--- src/rtl/seven_seg_pkg.sv ---
// Shared seven-segment definitions for the reader and the display writer.
// Patterns are active-low, ordered bit6..bit0 = g..a.
// Also holds the index constants for the letters and the pairing FSM state type.
package seven_seg_pkg;

    // Digits 0..8
    localparam logic [6:0] SEG_0 = 7'b1000000;
    localparam logic [6:0] SEG_1 = 7'b1111001;
    localparam logic [6:0] SEG_2 = 7'b0100100;
    localparam logic [6:0] SEG_3 = 7'b0110000;
    localparam logic [6:0] SEG_4 = 7'b0011001;
    localparam logic [6:0] SEG_5 = 7'b0010010;
    localparam logic [6:0] SEG_6 = 7'b0000010;
    localparam logic [6:0] SEG_7 = 7'b1111000;
    localparam logic [6:0] SEG_8 = 7'b0000000;

    // Letters A..H (indices 9..16)
    localparam logic [6:0] SEG_A = 7'b0001000;
    localparam logic [6:0] SEG_B = 7'b0000011;
    localparam logic [6:0] SEG_C = 7'b1000110;
    localparam logic [6:0] SEG_D = 7'b0100001;
    localparam logic [6:0] SEG_E = 7'b0000110;
    localparam logic [6:0] SEG_F = 7'b0001110;
    localparam logic [6:0] SEG_G = 7'b1000010;
    localparam logic [6:0] SEG_H = 7'b0001001;

    localparam logic [6:0] SEG_BLANK = 7'b1111111;

    localparam logic [4:0] IDX_A = 5'd9;
    localparam logic [4:0] IDX_H = 5'd16;

    typedef enum logic {
        ST_IDLE     = 1'b0,
        ST_HAVE_COL = 1'b1
    } pair_state_t;

endpackage

--- src/rtl/seg_decoder.sv ---
// Combinational seven-segment pattern decoder.
// Ports:
//   pattern  in  7  active-low segment pattern (g..a)
//   is_valid out 1  pattern is one of the 17 known symbols
//   is_blank out 1  pattern is all segments off
//   index    out 5  0..8 digits, 9..16 letters A..H (0 when not valid)
module seg_decoder
    import seven_seg_pkg::*;
(
    input  logic [6:0] pattern,
    output logic       is_valid,
    output logic       is_blank,
    output logic [4:0] index
);

    always_comb begin
        is_valid = 1'b1;
        is_blank = 1'b0;
        index    = 5'd0;
        case (pattern)
            SEG_0:     index = 5'd0;
            SEG_1:     index = 5'd1;
            SEG_2:     index = 5'd2;
            SEG_3:     index = 5'd3;
            SEG_4:     index = 5'd4;
            SEG_5:     index = 5'd5;
            SEG_6:     index = 5'd6;
            SEG_7:     index = 5'd7;
            SEG_8:     index = 5'd8;
            SEG_A:     index = 5'd9;
            SEG_B:     index = 5'd10;
            SEG_C:     index = 5'd11;
            SEG_D:     index = 5'd12;
            SEG_E:     index = 5'd13;
            SEG_F:     index = 5'd14;
            SEG_G:     index = 5'd15;
            SEG_H:     index = 5'd16;
            SEG_BLANK: begin
                is_valid = 1'b0;
                is_blank = 1'b1;
            end
            default:   is_valid = 1'b0;
        endcase
    end

endmodule

--- src/rtl/seven_seg_reader.sv ---
// Seven-segment stream reader: debounces the incoming pattern, emits each
// accepted symbol once on a valid/ready port and pairs a column letter with a
// row digit into a board square.
// Ports:
//   clock, reset_n          clock, asynchronous active-low reset
//   seg_in      in  7       raw active-low pattern, sampled every cycle
//   dig_valid   out 1       dig_index holds an accepted symbol
//   dig_ready   in  1       consumer takes dig_index
//   dig_index   out 5       0..8 digits, 9..16 letters A..H
//   sq_valid    out 1       one-cycle pulse: square completed
//   sq_col      out 3       column 0=A..7=H
//   sq_row      out 3       row 0="1"..7="8"
//   err_invalid out 1       one-cycle pulse: unknown non-blank pattern accepted
//   overrun     out 1       sticky: an accepted symbol was dropped
//
// Handshake: a transfer happens on a rising edge where dig_valid && dig_ready.
// While dig_valid is high, dig_index is held stable until that transfer.
// dig_valid never depends combinationally on dig_ready.
module seven_seg_reader
    import seven_seg_pkg::*;
#(
    parameter int STABLE_CYCLES = 4
) (
    input  logic       clock,
    input  logic       reset_n,
    input  logic [6:0] seg_in,
    output logic       dig_valid,
    input  logic       dig_ready,
    output logic [4:0] dig_index,
    output logic       sq_valid,
    output logic [2:0] sq_col,
    output logic [2:0] sq_row,
    output logic       err_invalid,
    output logic       overrun
);

    localparam logic [3:0] RUN_MAX = 4'(STABLE_CYCLES - 1);

    logic [6:0]  s_q;
    logic [3:0]  run_cnt;
    logic        accepted;
    logic        same;
    logic        accept;

    logic        dec_valid;
    logic        dec_blank;
    logic [4:0]  dec_index;

    logic        accept_valid;
    logic        accept_invalid;
    logic        is_letter;

    pair_state_t state, state_d;
    logic [2:0]  col_q, col_d;
    logic        sq_valid_d;
    logic [2:0]  sq_row_d;
    logic        err_d;

    assign same   = (seg_in == s_q);
    // The run counter saturates, so the "accepted" flag is what keeps a long
    // hold from being emitted more than once.
    assign accept = (run_cnt == RUN_MAX) && !accepted;

    always_ff @(posedge clock or negedge reset_n) begin
        if (!reset_n) begin
            s_q      <= SEG_BLANK;
            run_cnt  <= 4'd0;
            accepted <= 1'b1;
        end else begin
            s_q <= seg_in;
            if (same) begin
                if (run_cnt != RUN_MAX) begin
                    run_cnt <= run_cnt + 4'd1;
                end
                if (accept) begin
                    accepted <= 1'b1;
                end
            end else begin
                run_cnt  <= 4'd0;
                accepted <= 1'b0;
            end
        end
    end

    seg_decoder u_dec (
        .pattern  (s_q),
        .is_valid (dec_valid),
        .is_blank (dec_blank),
        .index    (dec_index)
    );

    assign accept_valid   = accept && dec_valid;
    assign accept_invalid = accept && !dec_valid && !dec_blank;
    assign is_letter      = (dec_index >= IDX_A);

    // Single-entry output register; a full, undrained register drops the new symbol.
    always_ff @(posedge clock or negedge reset_n) begin
        if (!reset_n) begin
            dig_valid <= 1'b0;
            dig_index <= 5'd0;
            overrun   <= 1'b0;
        end else if (accept_valid) begin
            if (!dig_valid || dig_ready) begin
                dig_valid <= 1'b1;
                dig_index <= dec_index;
            end else begin
                overrun <= 1'b1;
            end
        end else if (dig_valid && dig_ready) begin
            dig_valid <= 1'b0;
        end
    end

    // Pairing FSM: state register
    always_ff @(posedge clock or negedge reset_n) begin
        if (!reset_n) begin
            state       <= ST_IDLE;
            col_q       <= 3'd0;
            sq_valid    <= 1'b0;
            sq_col      <= 3'd0;
            sq_row      <= 3'd0;
            err_invalid <= 1'b0;
        end else begin
            state       <= state_d;
            col_q       <= col_d;
            sq_valid    <= sq_valid_d;
            sq_row      <= sq_row_d;
            err_invalid <= err_d;
            if (sq_valid_d) begin
                sq_col <= col_q;
            end
        end
    end

    // Pairing FSM: next state and pulse outputs
    always_comb begin
        state_d    = state;
        col_d      = col_q;
        sq_valid_d = 1'b0;
        sq_row_d   = sq_row;
        err_d      = 1'b0;
        if (accept_invalid) begin
            err_d   = 1'b1;
            state_d = ST_IDLE;
        end else if (accept_valid) begin
            if (is_letter) begin
                col_d   = 3'(dec_index - IDX_A);
                state_d = ST_HAVE_COL;
            end else if (state == ST_HAVE_COL) begin
                // Digit 0 is not a legal row; it abandons the pending column.
                state_d = ST_IDLE;
                if (dec_index != 5'd0) begin
                    sq_valid_d = 1'b1;
                    sq_row_d   = 3'(dec_index - 5'd1);
                end
            end
        end
    end

endmodule

--- config.mk ---
export PLATFORM = sky130hd
export DESIGN_NAME = seven_seg_reader
export DESIGN_NICKNAME = d
export VERILOG_FILES = /design/src/rtl/seven_seg_pkg.sv /design/src/rtl/seg_decoder.sv /design/src/rtl/seven_seg_reader.sv
export SDC_FILE = /design/constraint.sdc
export NUM_CORES = 1
export LEC_CHECK = 0
export CAP_MARGIN = 25
export CORE_UTILIZATION = 54
export CTS_BUF_LIST = sky130_fd_sc_hd__clkbuf_8 sky130_fd_sc_hd__clkbuf_16
export DETAILED_ROUTE_END_ITERATION = 12
export PLACE_DENSITY = 0.82
export SYNTH_ARGS = -nofsm -noshare
export SYNTH_HDL_FRONTEND = slang
export SYNTH_SLANG_ARGS = --single-unit
--- constraint.sdc ---
create_clock -name clock -period 3.8 [get_ports clock]
set_input_delay 0.76 -clock clock [delete_from_list [all_inputs] [get_ports clock]]
set_output_delay 0.76 -clock clock [all_outputs]
set_load 0.1 [all_outputs]
==> flow_summary.toml <==
[final_layout]
final_util_pct = 70.9
fillerInstances = 233
antenna_cells = 0
final_area_um2 = 2240
drive_gt1_share_pct = 16.3
fin_nets = 209
area_growth_pct = 20.2

[yosys]
ys.flop_type = "dfrtp_1"
synthArstFlopShare_pct = 100
ys_warn_count = 0
synth_edf_count = 0
yosysSeqAreaShare_pct = 42.2
ys_seq_elements = 31
yosysUniqueCellTypes = 46
synth.avg_cell_area_um2 = 10.6
syn_nets = 189
synth_cells = 175
syn_area_um2 = 1860

[critical_path]
cp.arrival_ns = 3.60
path_buf_inv = 1
cp_top_family = "simple AND/OR/NAND/NOR gates"
cp.required_ns = 3.96
crit_path_end_kind = "flop"
cpMaxStageDelayCell = "dfstp_2"
r2r_cells = 10
crit_path_max_incr_delay_ns = 0.78
crit_path_end = "sq_row[2]"
cp_cell_sequence = "and4b_1 > o21ai_0 > and4_1 > inv_1 > ha_1 > a31oi_1 > nand4_1 > o32a_1 > nor4_4 > mux2_2"
startpoint = "s_q[3]"
cp_num_cells = 10
rrSetupSlack_ns = 0.36
path_max_fanout = 25
rr_startpoint = "s_q[3]"
r2r_end = "sq_row[2]"
crit_type = "flop to flop"
start_kind = "flop"

[detailed_routing]
routed_via_density = 6.31
drt_iter0_markers = 194
vias = 1515
drt.antenna.violating_nets = 0
dr.pass1.iters = 4
drc_errors = 0
wl_per_cell_um = 17.2
wirelength_mm = 4.13

[power_and_ir_drop]
power.total_mw = 0.756
p_sw_share_pct = 23.0
combPwrFrac_pct = 8.2
seqPwrFrac_pct = 47.6
leakage_nw = 0.933
internal_power_mw = 0.582
clockPowerShare_pct = 44.3
ir_worst_vdd_mv = 0.342
p_per_area_nw_per_um2 = 338
p_switching_mw = 0.174

[cts]
numClockSinks = 31
ctsResizeCount = 0
holdBufCountCts = 0
cts-root-buf = "clkbuf_8"
postCtsSetupBuffers = 0
cts_made_buffers = 5
h-tree-depth = 2
clockBufferDepth = 2
clock_latency_ns = 0.28
cts_tree = "done"
clkSlewWorstSetupHoldPaths_ns = 0.07

[place]
gp_congestion = 0.864
io_buffers = 24
placed_area_um2 = 2090
dp_hpwl_mm = 2.75

[timing]
report.final.hold_viol_count = 0
post-route-period-util_pct = 90.6
max_slew_margin_pct = 34.5
drv_slew = 0
setup_violations = 0
skew_ns = 0.00796
fin_setup_tns_ns = 0
max_freq_mhz = 290
timing.hold.ws_ns = 0.489
rsz0062_at_grt = "false"
worstMarginPinSlew_ns = 0.980
period_needed_ns = 3.44

[global_route]
grt_pass1_vias = 1497
gr-total-overflow = 0
grt_pass1_wl_mm = 7.00
track_usage_pct = 26.1
grt_antenna_before_repair = 0
grt_max_degree = 26

[run]
cap_violations = 0

[floorplanning]
die_h_um = 60.7
initial_core_util_pct = 59.0
fp.dieArea_um2 = 3680
rows = 20
die_w_um = 60.7
core_um2 = 3150
pin_count = 25

[min_path]
hold_path_class = "flop to flop"

[status]
status = "complete, no violations"
==> worst min path at each step <==
| stage | slack (ns) | end | startpoint | cells past startpoint |
|---|---|---|---|---|
| 2_1_floorplan | 0.46 | col_q[0] | reset_n | 0 |
| 3_3_place_gp | 0.46 | overrun | overrun | 1 |
| 3_5_place_dp | 0.48 | overrun | overrun | 1 |
| 4_1_cts | 0.50 | overrun | overrun | 1 |
| 5_1_grt | 0.53 | sq_col[2] | col_q[2] | 1 |
| 6_report | 0.49 | overrun | overrun | 1 |
==> power groups by stage <==
stage          clock network, mW  logic (mW)  registers, mW
2_1_floorplan                  0      0.0511          0.346
3_3_place_gp                   0      0.0553          0.363
3_5_place_dp                   0      0.0576          0.364
4_1_cts                    0.340      0.0582          0.359
5_1_grt                    0.355      0.0676          0.362
6_report                   0.335      0.0617          0.360
==> area by class of cell <==
type / count / area [um^2] / share of cell area (%)
flip-flops and latches: 31 / 786 / 35.1
repair buffers: 26 / 275 / 12.3
inverters: 6 / 22.5 / 1.01
clock buffers: 6 / 82.6 / 3.69
clock inverters: 2 / 35.0 / 1.57
well taps: 44 / 55.1 / 2.46
multi-input cells: 125 / 980 / 43.8
==> sequential cells by signal, summed over array words and instances, names as in the netlist <==
name / cells
col_q: 3
sq_row: 3
dig_index: 5
s_q: 7
sq_valid: 1
dig_valid: 1
run_cnt: 4
accepted: 1
state: 1
sq_col: 3
err_invalid: 1
overrun: 1
==> through the flow <==
stage               worst slack, ns  std cells
global placement              0.566        231
finish                        0.356        240
global route                  0.146        240
CTS                           0.390        239
floorplan                     0.795        175
detailed placement            0.434        231
==> logic make-up (layout without fill, tap and decap cells) <==
| kind of cell | count (synthesis) | after routing | share of synthesized area, % |
|---|---|---|---|
| simple gates | 71 | 71 | 27.0 |
| buf+inv | 19 | 40 | 5.11 |
| flops | 31 | 31 | 42.2 |
| fa+ha+maj | 4 | 4 | 2.69 |
| compound gates | 25 | 25 | 9.42 |
| xor+xnor | 10 | 10 | 4.71 |
| mux | 15 | 15 | 8.88 |
==> synthesized netlist by cell type (4+ instances only) <==
library cell / n / area share [%]
buf_2: 10 / 2.7
mux2_2: 12 / 7.3
ha_1: 4 / 2.7
and4b_1: 4 / 2.2
dfrtp_1: 23 / 31
nor4b_1: 6 / 2.8
nor3_1: 4 / 1.1
nand4_1: 4 / 1.3
nor4_1: 4 / 1.3
nor2_1: 8 / 1.6
nor3b_1: 7 / 2.8
nand2b_1: 5 / 1.7
inv_1: 6 / 1.2
nor4bb_1: 4 / 2.2
o21ai_0: 8 / 2.2
nand2_1: 5 / 1.0
dfstp_2: 8 / 11
xor2_1: 7 / 3.3
==> cell usage in the layout (no fill, tap or decap), drive strengths merged, types with 3 or more instances in the layout <==
cell type and count:
nor4bb 4, dfstp 8, nor4 6, nor2b 3
and4b 4, nand2b 5, mux2 12, nand4 4
nor3b 7, ha 4, nand2 5, xor2 7
clkdlybuf4s50 24, o21ai 8, nor2 8, nand3b 3
nor4b 6, nor3 4, dfrtp 23, nand3 3
clkbuf 6, inv 6, xnor2 3, mux2i 3
==> layer usage <==
metal	vias up	wire [um]	track usage [%]
li1	700	-	-
met1	745	1680	34.4
met2	60	2130	41.9
met3	10	257	6.82
met4	0	69	9.42
met5	-	0	0
(Power assumes the default switching activity.)
